### src/rtl/wb_pkg.sv
// -----------------------------------------------------------------------------
// wb_pkg
// Shared types for the write-back queue in front of the 8x16 register file.
//   wb_kind_e  : operation carried by a queued result (write/swap/bit-set/bit-clear)
//   wb_entry_t : one queued result {kind, addr, bitpos, data}
//   BITOP_*    : encodings driven on rf_bit_op
// Entry widths are fixed here and must match the register file geometry.
// -----------------------------------------------------------------------------
package wb_pkg;

  localparam int WB_DATA_W   = 16;
  localparam int WB_ADDR_W   = 3;
  localparam int WB_NUM_REGS = 1 << WB_ADDR_W;

  localparam logic [1:0] BITOP_SET = 2'b00;
  localparam logic [1:0] BITOP_CLR = 2'b01;

  typedef enum logic [1:0] {
    WB_DATA = 2'b00,
    WB_SWAP = 2'b01,
    WB_BSET = 2'b10,
    WB_BCLR = 2'b11
  } wb_kind_e;

  typedef struct packed {
    wb_kind_e               kind;
    logic [WB_ADDR_W-1:0]   addr;
    logic [3:0]             bitpos;
    logic [WB_DATA_W-1:0]   data;
  } wb_entry_t;

endpackage

### src/rtl/wb_fifo.sv
// -----------------------------------------------------------------------------
// wb_fifo
// Synchronous FIFO of wb_entry_t with a combinational head.
// Ports:
//   clk, rst_n  : clock, asynchronous active-low reset
//   push        : write push_entry this cycle (ignored when full and not popping)
//   push_entry  : entry to enqueue
//   pop         : drop the head this cycle (ignored when empty)
//   head        : oldest entry, valid whenever !empty
//   full, empty : occupancy flags
//   count       : number of stored entries, 0..DEPTH
// Pointers are log2(DEPTH) bits and wrap naturally, so DEPTH must be a power of 2.
// -----------------------------------------------------------------------------
module wb_fifo
  import wb_pkg::*;
#(
  parameter  int DEPTH = 4,
  localparam int PTR_W = $clog2(DEPTH),
  localparam int CNT_W = $clog2(DEPTH + 1)
) (
  input  logic             clk,
  input  logic             rst_n,
  input  logic             push,
  input  wb_entry_t        push_entry,
  input  logic             pop,
  output wb_entry_t        head,
  output logic             full,
  output logic             empty,
  output logic [CNT_W-1:0] count
);

  wb_entry_t        mem_q [DEPTH];
  wb_entry_t        mem_d [DEPTH];
  logic [PTR_W-1:0] wr_ptr_q, wr_ptr_d;
  logic [PTR_W-1:0] rd_ptr_q, rd_ptr_d;
  logic [CNT_W-1:0] count_q, count_d;
  logic             push_ok;
  logic             pop_ok;

  assign empty = (count_q == '0);
  assign full  = (count_q == CNT_W'(DEPTH));
  assign count = count_q;
  assign head  = mem_q[rd_ptr_q];

  // A push into a full FIFO is only safe when the head leaves in the same cycle.
  assign push_ok = push & (~full | pop);
  assign pop_ok  = pop & ~empty;

  always_comb begin
    mem_d    = mem_q;
    wr_ptr_d = wr_ptr_q;
    rd_ptr_d = rd_ptr_q;
    count_d  = count_q;
    if (push_ok) begin
      mem_d[wr_ptr_q] = push_entry;
      wr_ptr_d        = wr_ptr_q + PTR_W'(1);
    end
    if (pop_ok) begin
      rd_ptr_d = rd_ptr_q + PTR_W'(1);
    end
    case ({push_ok, pop_ok})
      2'b10:   count_d = count_q + CNT_W'(1);
      2'b01:   count_d = count_q - CNT_W'(1);
      default: count_d = count_q;
    endcase
  end

  always_ff @(posedge clk or negedge rst_n) begin
    if (!rst_n) begin
      wr_ptr_q <= '0;
      rd_ptr_q <= '0;
      count_q  <= '0;
      for (int i = 0; i < DEPTH; i++) begin
        mem_q[i] <= '0;
      end
    end else begin
      wr_ptr_q <= wr_ptr_d;
      rd_ptr_q <= rd_ptr_d;
      count_q  <= count_d;
      mem_q    <= mem_d;
    end
  end

endmodule

### src/rtl/writeback_queue.sv
// -----------------------------------------------------------------------------
// writeback_queue
// Write-back stage in front of the 8x16 register file. Merges ALU and load
// results into one in-order queue, retires one entry per cycle onto the
// register-file write port and exports a per-register pending mask for
// RAW-hazard stalls in decode.
// Ports:
//   clk, rst_n                       : clock, asynchronous active-low reset
//   alu_valid/alu_ready              : ALU result handshake
//   alu_kind/addr/data/bitpos        : ALU result (kind 00 write, 01 swap,
//                                      10 bit set, 11 bit clear)
//   mem_valid/mem_ready              : load result handshake (always a write)
//   mem_addr/mem_data                : load result
//   rf_write_en                      : head entry presented this cycle
//   rf_swap_en/rf_bit_op_en          : operation qualifiers for the head
//   rf_bit_op/rf_bit_position        : bit-op encoding and bit index
//   rf_write_addr/rf_data_in         : target register and write data
//   pending[r]                       : at least one queued entry targets r
//   empty                            : queue holds no entries
// Every output is forced low while rst_n is low, readies included.
// DATA_W/ADDR_W must match the entry widths fixed in wb_pkg.
// -----------------------------------------------------------------------------
module writeback_queue
  import wb_pkg::*;
#(
  parameter  int DATA_W = WB_DATA_W,
  parameter  int ADDR_W = WB_ADDR_W,
  parameter  int DEPTH  = 4,
  localparam int CNT_W  = $clog2(DEPTH + 1)
) (
  input  logic              clk,
  input  logic              rst_n,

  input  logic              alu_valid,
  output logic              alu_ready,
  input  logic [1:0]        alu_kind,
  input  logic [ADDR_W-1:0] alu_addr,
  input  logic [DATA_W-1:0] alu_data,
  input  logic [3:0]        alu_bitpos,

  input  logic              mem_valid,
  output logic              mem_ready,
  input  logic [ADDR_W-1:0] mem_addr,
  input  logic [DATA_W-1:0] mem_data,

  output logic              rf_write_en,
  output logic              rf_swap_en,
  output logic              rf_bit_op_en,
  output logic [1:0]        rf_bit_op,
  output logic [3:0]        rf_bit_position,
  output logic [ADDR_W-1:0] rf_write_addr,
  output logic [DATA_W-1:0] rf_data_in,

  output logic [7:0]        pending,
  output logic              empty
);

  localparam int SUM_W = CNT_W + WB_ADDR_W;

  logic             fifo_full;
  logic             fifo_empty;
  logic [CNT_W-1:0] fifo_count;
  wb_entry_t        head;
  wb_entry_t        push_entry;
  logic             push;
  logic             pop;
  logic             mem_take;
  logic             alu_take;

  logic [CNT_W-1:0] cnt_q [WB_NUM_REGS];
  logic [CNT_W-1:0] cnt_d [WB_NUM_REGS];
  logic [7:0]       pending_q, pending_d;
  logic [SUM_W-1:0] cnt_sum;

  // ---------------------------------------------------------------------------
  // Acceptance. Readies look only at the registered fill level, never at the
  // same-cycle pop, so a full queue refuses input even while its head retires.
  // ---------------------------------------------------------------------------
  always_comb begin
    mem_ready  = rst_n & ~fifo_full;
    alu_ready  = rst_n & ~fifo_full & ~mem_valid;
    mem_take   = mem_valid & mem_ready;
    alu_take   = alu_valid & alu_ready;
    push       = mem_take | alu_take;
    push_entry = '0;
    if (mem_take) begin
      push_entry.kind = WB_DATA;
      push_entry.addr = mem_addr;
      push_entry.data = mem_data;
    end else if (alu_take) begin
      push_entry.kind   = wb_kind_e'(alu_kind);
      push_entry.addr   = alu_addr;
      push_entry.bitpos = alu_bitpos;
      push_entry.data   = alu_data;
    end
  end

  // The register file always accepts, so the head leaves whenever present.
  assign pop = ~fifo_empty;

  wb_fifo #(
    .DEPTH (DEPTH)
  ) u_fifo (
    .clk        (clk),
    .rst_n      (rst_n),
    .push       (push),
    .push_entry (push_entry),
    .pop        (pop),
    .head       (head),
    .full       (fifo_full),
    .empty      (fifo_empty),
    .count      (fifo_count)
  );

  // ---------------------------------------------------------------------------
  // Head decode onto the register-file port; fields the kind does not use
  // are held at zero.
  // ---------------------------------------------------------------------------
  always_comb begin
    rf_write_en     = 1'b0;
    rf_swap_en      = 1'b0;
    rf_bit_op_en    = 1'b0;
    rf_bit_op       = 2'b00;
    rf_bit_position = 4'd0;
    rf_write_addr   = '0;
    rf_data_in      = '0;
    if (!fifo_empty) begin
      rf_write_en   = 1'b1;
      rf_write_addr = head.addr;
      case (head.kind)
        WB_DATA: rf_data_in = head.data;
        WB_SWAP: rf_swap_en = 1'b1;
        WB_BSET: begin
          rf_bit_op_en    = 1'b1;
          rf_bit_op       = BITOP_SET;
          rf_bit_position = head.bitpos;
        end
        WB_BCLR: begin
          rf_bit_op_en    = 1'b1;
          rf_bit_op       = BITOP_CLR;
          rf_bit_position = head.bitpos;
        end
        default: ;
      endcase
    end
  end

  // ---------------------------------------------------------------------------
  // Per-register pending counters. Accept and retire on the same register
  // cancel out. The mask is taken from the next-state counts so it is
  // registered alongside them.
  // ---------------------------------------------------------------------------
  always_comb begin
    for (int r = 0; r < WB_NUM_REGS; r++) begin
      cnt_d[r] = cnt_q[r];
      if (push && (push_entry.addr == WB_ADDR_W'(r))) begin
        cnt_d[r] = cnt_d[r] + CNT_W'(1);
      end
      if (pop && (head.addr == WB_ADDR_W'(r))) begin
        cnt_d[r] = cnt_d[r] - CNT_W'(1);
      end
      pending_d[r] = (cnt_d[r] != '0);
    end
  end

  always_ff @(posedge clk or negedge rst_n) begin
    if (!rst_n) begin
      pending_q <= '0;
      for (int r = 0; r < WB_NUM_REGS; r++) begin
        cnt_q[r] <= '0;
      end
    end else begin
      pending_q <= pending_d;
      cnt_q     <= cnt_d;
    end
  end

  assign pending = pending_q;
  assign empty   = rst_n & fifo_empty;

  // ---------------------------------------------------------------------------
  // Bookkeeping invariant: the per-register counts always add up to the
  // queue occupancy, which never exceeds DEPTH.
  // ---------------------------------------------------------------------------
  always_comb begin
    cnt_sum = '0;
    for (int r = 0; r < WB_NUM_REGS; r++) begin
      cnt_sum = cnt_sum + SUM_W'(cnt_q[r]);
    end
  end

  a_cnt_invariant : assert property (
    @(posedge clk) disable iff (!rst_n)
      (cnt_sum == SUM_W'(fifo_count)) && (fifo_count <= CNT_W'(DEPTH))
  );

endmodule

### config.mk
export PLATFORM = sky130hd
export DESIGN_NAME = writeback_queue
export DESIGN_NICKNAME = d
export VERILOG_FILES = /design/src/rtl/wb_pkg.sv /design/src/rtl/wb_fifo.sv /design/src/rtl/writeback_queue.sv
export SDC_FILE = /design/constraint.sdc
export NUM_CORES = 1
export LEC_CHECK = 0
export BUFFER_PORTS_ARGS = -buffer_cell sky130_fd_sc_hd__buf_2
export CORE_ASPECT_RATIO = 1.1
export CORE_MARGIN = 4
export CORE_UTILIZATION = 52
export DETAILED_ROUTE_END_ITERATION = 10
export GPL_TIMING_DRIVEN = 0
export PLACE_DENSITY = 0.73
export SLEW_MARGIN = 30
export SYNTH_ARGS = -nofsm -noshare
export SYNTH_HDL_FRONTEND = slang
export SYNTH_SLANG_ARGS = --single-unit
### constraint.sdc
create_clock -name clk -period 6.8 [get_ports clk]
set_clock_uncertainty 0.15 [all_clocks]
set_input_delay 1.36 -clock clk [delete_from_list [all_inputs] [get_ports clk]]
set_output_delay 1.36 -clock clk [all_outputs]
set_load 0.02 [all_outputs]
==> results.toml <==
[clock_tree]
clock_path_buffers = 2
cts_resized = 0
cts-hold-fix-buffers = 0
cts_buffers = 17
clock_latency_ns = 0.42
clk_pin_slew_ns = 0.06
htreeDepth = 4
post-cts-setup-buffers = 0
clock-sinks = 139
cts_tree = "built"
root_buffer = "clkbuf_16"

[timing]
tightestPinTransition_ns = 0.897
min_period_over_period = 0.649
period_needed_ns = 4.41
rsz0062_at_grt = "no"
fin_setup_tns_ns = 0
finalHoldViolations = 0
slew_viol_final = 0
relSlewSlack = 0.402
setup_violations = 0
worst_slack_ns = 2.39
fmax_ghz = 0.227

[min_path]
hold_class = "flip-flop to flip-flop"
hp-start = "u_fifo.mem_q[18]"

[cells_and_area]
num_antenna_cells = 0
nets = 751
fill_cells = 1032
drive_gt1_frac = 0.246
fin_area_um2 = 8500
fin_util = 0.638
area_growth_pct = 18.8

[yosys]
synth_top_area_cell = "dfrtp_1"
synth_fa_ha_area_frac = 0.0395
synth_top_family_by_area = "compound AO/OA/AOI/OAI gates"
synthSimpleGateAreaFrac = 0.0967
synthMuxAreaShare = 0.114
synth_top_area_share = 0.486
synth_compound_area_frac = 0.167
synth_edf_count = 0
synth_xor_xnor_area_share = 0.0670
ys_ff_latch = 139
synth.most_common_cell = "dfrtp_1"
syn_inst = 576
syn_area_um2 = 7150
async_reset_ff_frac = 1.00
synth_top_cells_by_count = "dfrtp_1 (139), a22o_1 (84), xnor2_1 (38)"
syn_avg_cell_area_um2 = 12.4
yosys_warnings = 0
synth_nets = 646
yosys.cell_types.count = 54
ys_top_cells_by_area = "dfrtp_1 (49%), a22o_1 (10%), mux4_2 (7.9%)"
synth_ff_type = "dfrtp_1"
yosysSeqAreaShare = 0.486

[drt]
dr.first_iter.drc_count = 399
ant_nets = 0
first_pass_iters = 5
vias = 5413
wl_per_cell_um = 20.7
routed_via_density = 6.17
wl_um = 18100
drc = 0

[critical_path]
cp-end-kind = "primary output"
crit_chain = "buf_6 -> mux4_2 -> nor2_1 -> clkbuf_1 -> and3_1 -> buf_2"
worst-path-buf-inv = 3
cp_slowest_cell = "mux4_2"
crit_type = "flip-flop to primary output"
setup.worst_path.start_class = "flip-flop"
path_max_fanout = 10
crit_required_ns = 5.29
cpPeakStageDelay_ns = 0.61
cp.arrival_ns = 2.90
cp_top_family = "buffers and inverters"
startpoint = "u_fifo.rd_ptr_q[0]"
r2r-start = "u_fifo.count[0]"

[global_route]
grt_usage = 0.246
grt_pass1_vias = 5682
overflow = 0
antenna_found_initial = 0
grt_max_degree = 84
grt_pass1_wl_um = 29700

[floorplan]
std_cell_rows = 44
ios = 87
start_util = 0.537
fp.dieH_um = 131
coreArea_um2 = 13300
die_area_um2 = 15700
die_w_um = 120

[power]
p_leak_nw = 3.85
peakVddDrop_mv = 0.261
powerDensity_nw_per_um2 = 548

[placement]
io_buffers = 85
place_congestion = 0.853
dpl-instance-area_um2 = 7850
place_ws_ns = 2.12
dp_hpwl_um = 12500

[status]
outcome = "completed"

[job]
maxCapViolations = 0
[power breakdown]
group,internal (mW),switching (mW)
Combinational,0.991,1.21
Sequential,1.19,0.241
Clock,0.651,0.370
[cell type report]
cell class,instances,area (µm²),share of cell area
multi-input combinational,385,3470,0.408
timing repair buffer,86,463,0.0545
buffer,39,164,0.0193
sequential,139,3480,0.409
clock inverter,15,221,0.0261
inverter,13,48.8,0.00574
clock buffer,17,425,0.0501
tap,184,230,0.0271
[worst paths after layout]
| kind | slack (ns) | end | cells past startpoint |
|---|---|---|---|
| hold / removal | 0.34 | u_fifo.mem_q[18] | 1 |
| setup / recovery | 2.39 | rf_data_in[10] | 6 |
| min in group asynchronous | 0.78 | pending[0] | 1 |
| setup reg to reg | 3.68 | pending[6] | 10 |
| hold reg to reg | 0.34 | u_fifo.mem_q[18] | 1 |
| max in group asynchronous | 5.00 | u_fifo.mem_q[80] | 2 |
[logic make-up (layout without fill, tap and decap cells)]
kind of cell               count (synthesis)  in the layout
DFF                                      139            139
AOI/OAI and AO/OA                        136            136
xor gates and xnor gates                  53             53
other                                      1              1
muxes                                     49             49
buffers and inverters                     52            170
adders and majority gates                 22             22
and+or+nand+nor                          124            124
[metrics by stage]
stage,hold slack (ns),power [mW],std cells
after floorplan,0.311,3.01,576
after detailed placement,0.328,3.63,846
after global placement,0.318,3.51,845
after global routing,0.352,4.94,878
final,0.339,4.65,878
after CTS,0.341,4.67,878
[placed cells by master, fill, tap and decap left out, types with 4 or more instances in the layout]
cell and count:
clkinvlp_4 4, nand2_1 32, mux2_2 8, nand3b_1 5
mux2i_1 16, ha_1 21, buf_2 89, nor3_1 6
mux4_2 25, buf_1 5, xnor2_1 38, clkbuf_16 17
nor2_1 27, clkbuf_1 27, inv_1 13, a22o_1 84
a311oi_1 4, dfrtp_1 139, a32o_1 25, and3_1 22
bufinv_16 5, and2_1 6, o21ai_0 4, xor2_1 14
[layer usage]
layer | global-route usage | vias up | wire length [µm]
met5 | 0 | - | 0
met4 | 0.111 | 0 | 373
met3 | 0.0482 | 30 | 1070
met2 | 0.430 | 220 | 9350
met1 | 0.300 | 2772 | 7350
li1 | - | 2391 | -
[sequential cells by signal, summed over array words and instances, names as in the netlist]
signal           flops
u_fifo.mem_q       100
cnt_q               24
pending              8
u_fifo.count         3
u_fifo.rd_ptr_q      2
u_fifo.wr_ptr_q      2
No activity file was read; power rests on OpenSTA's default activity.
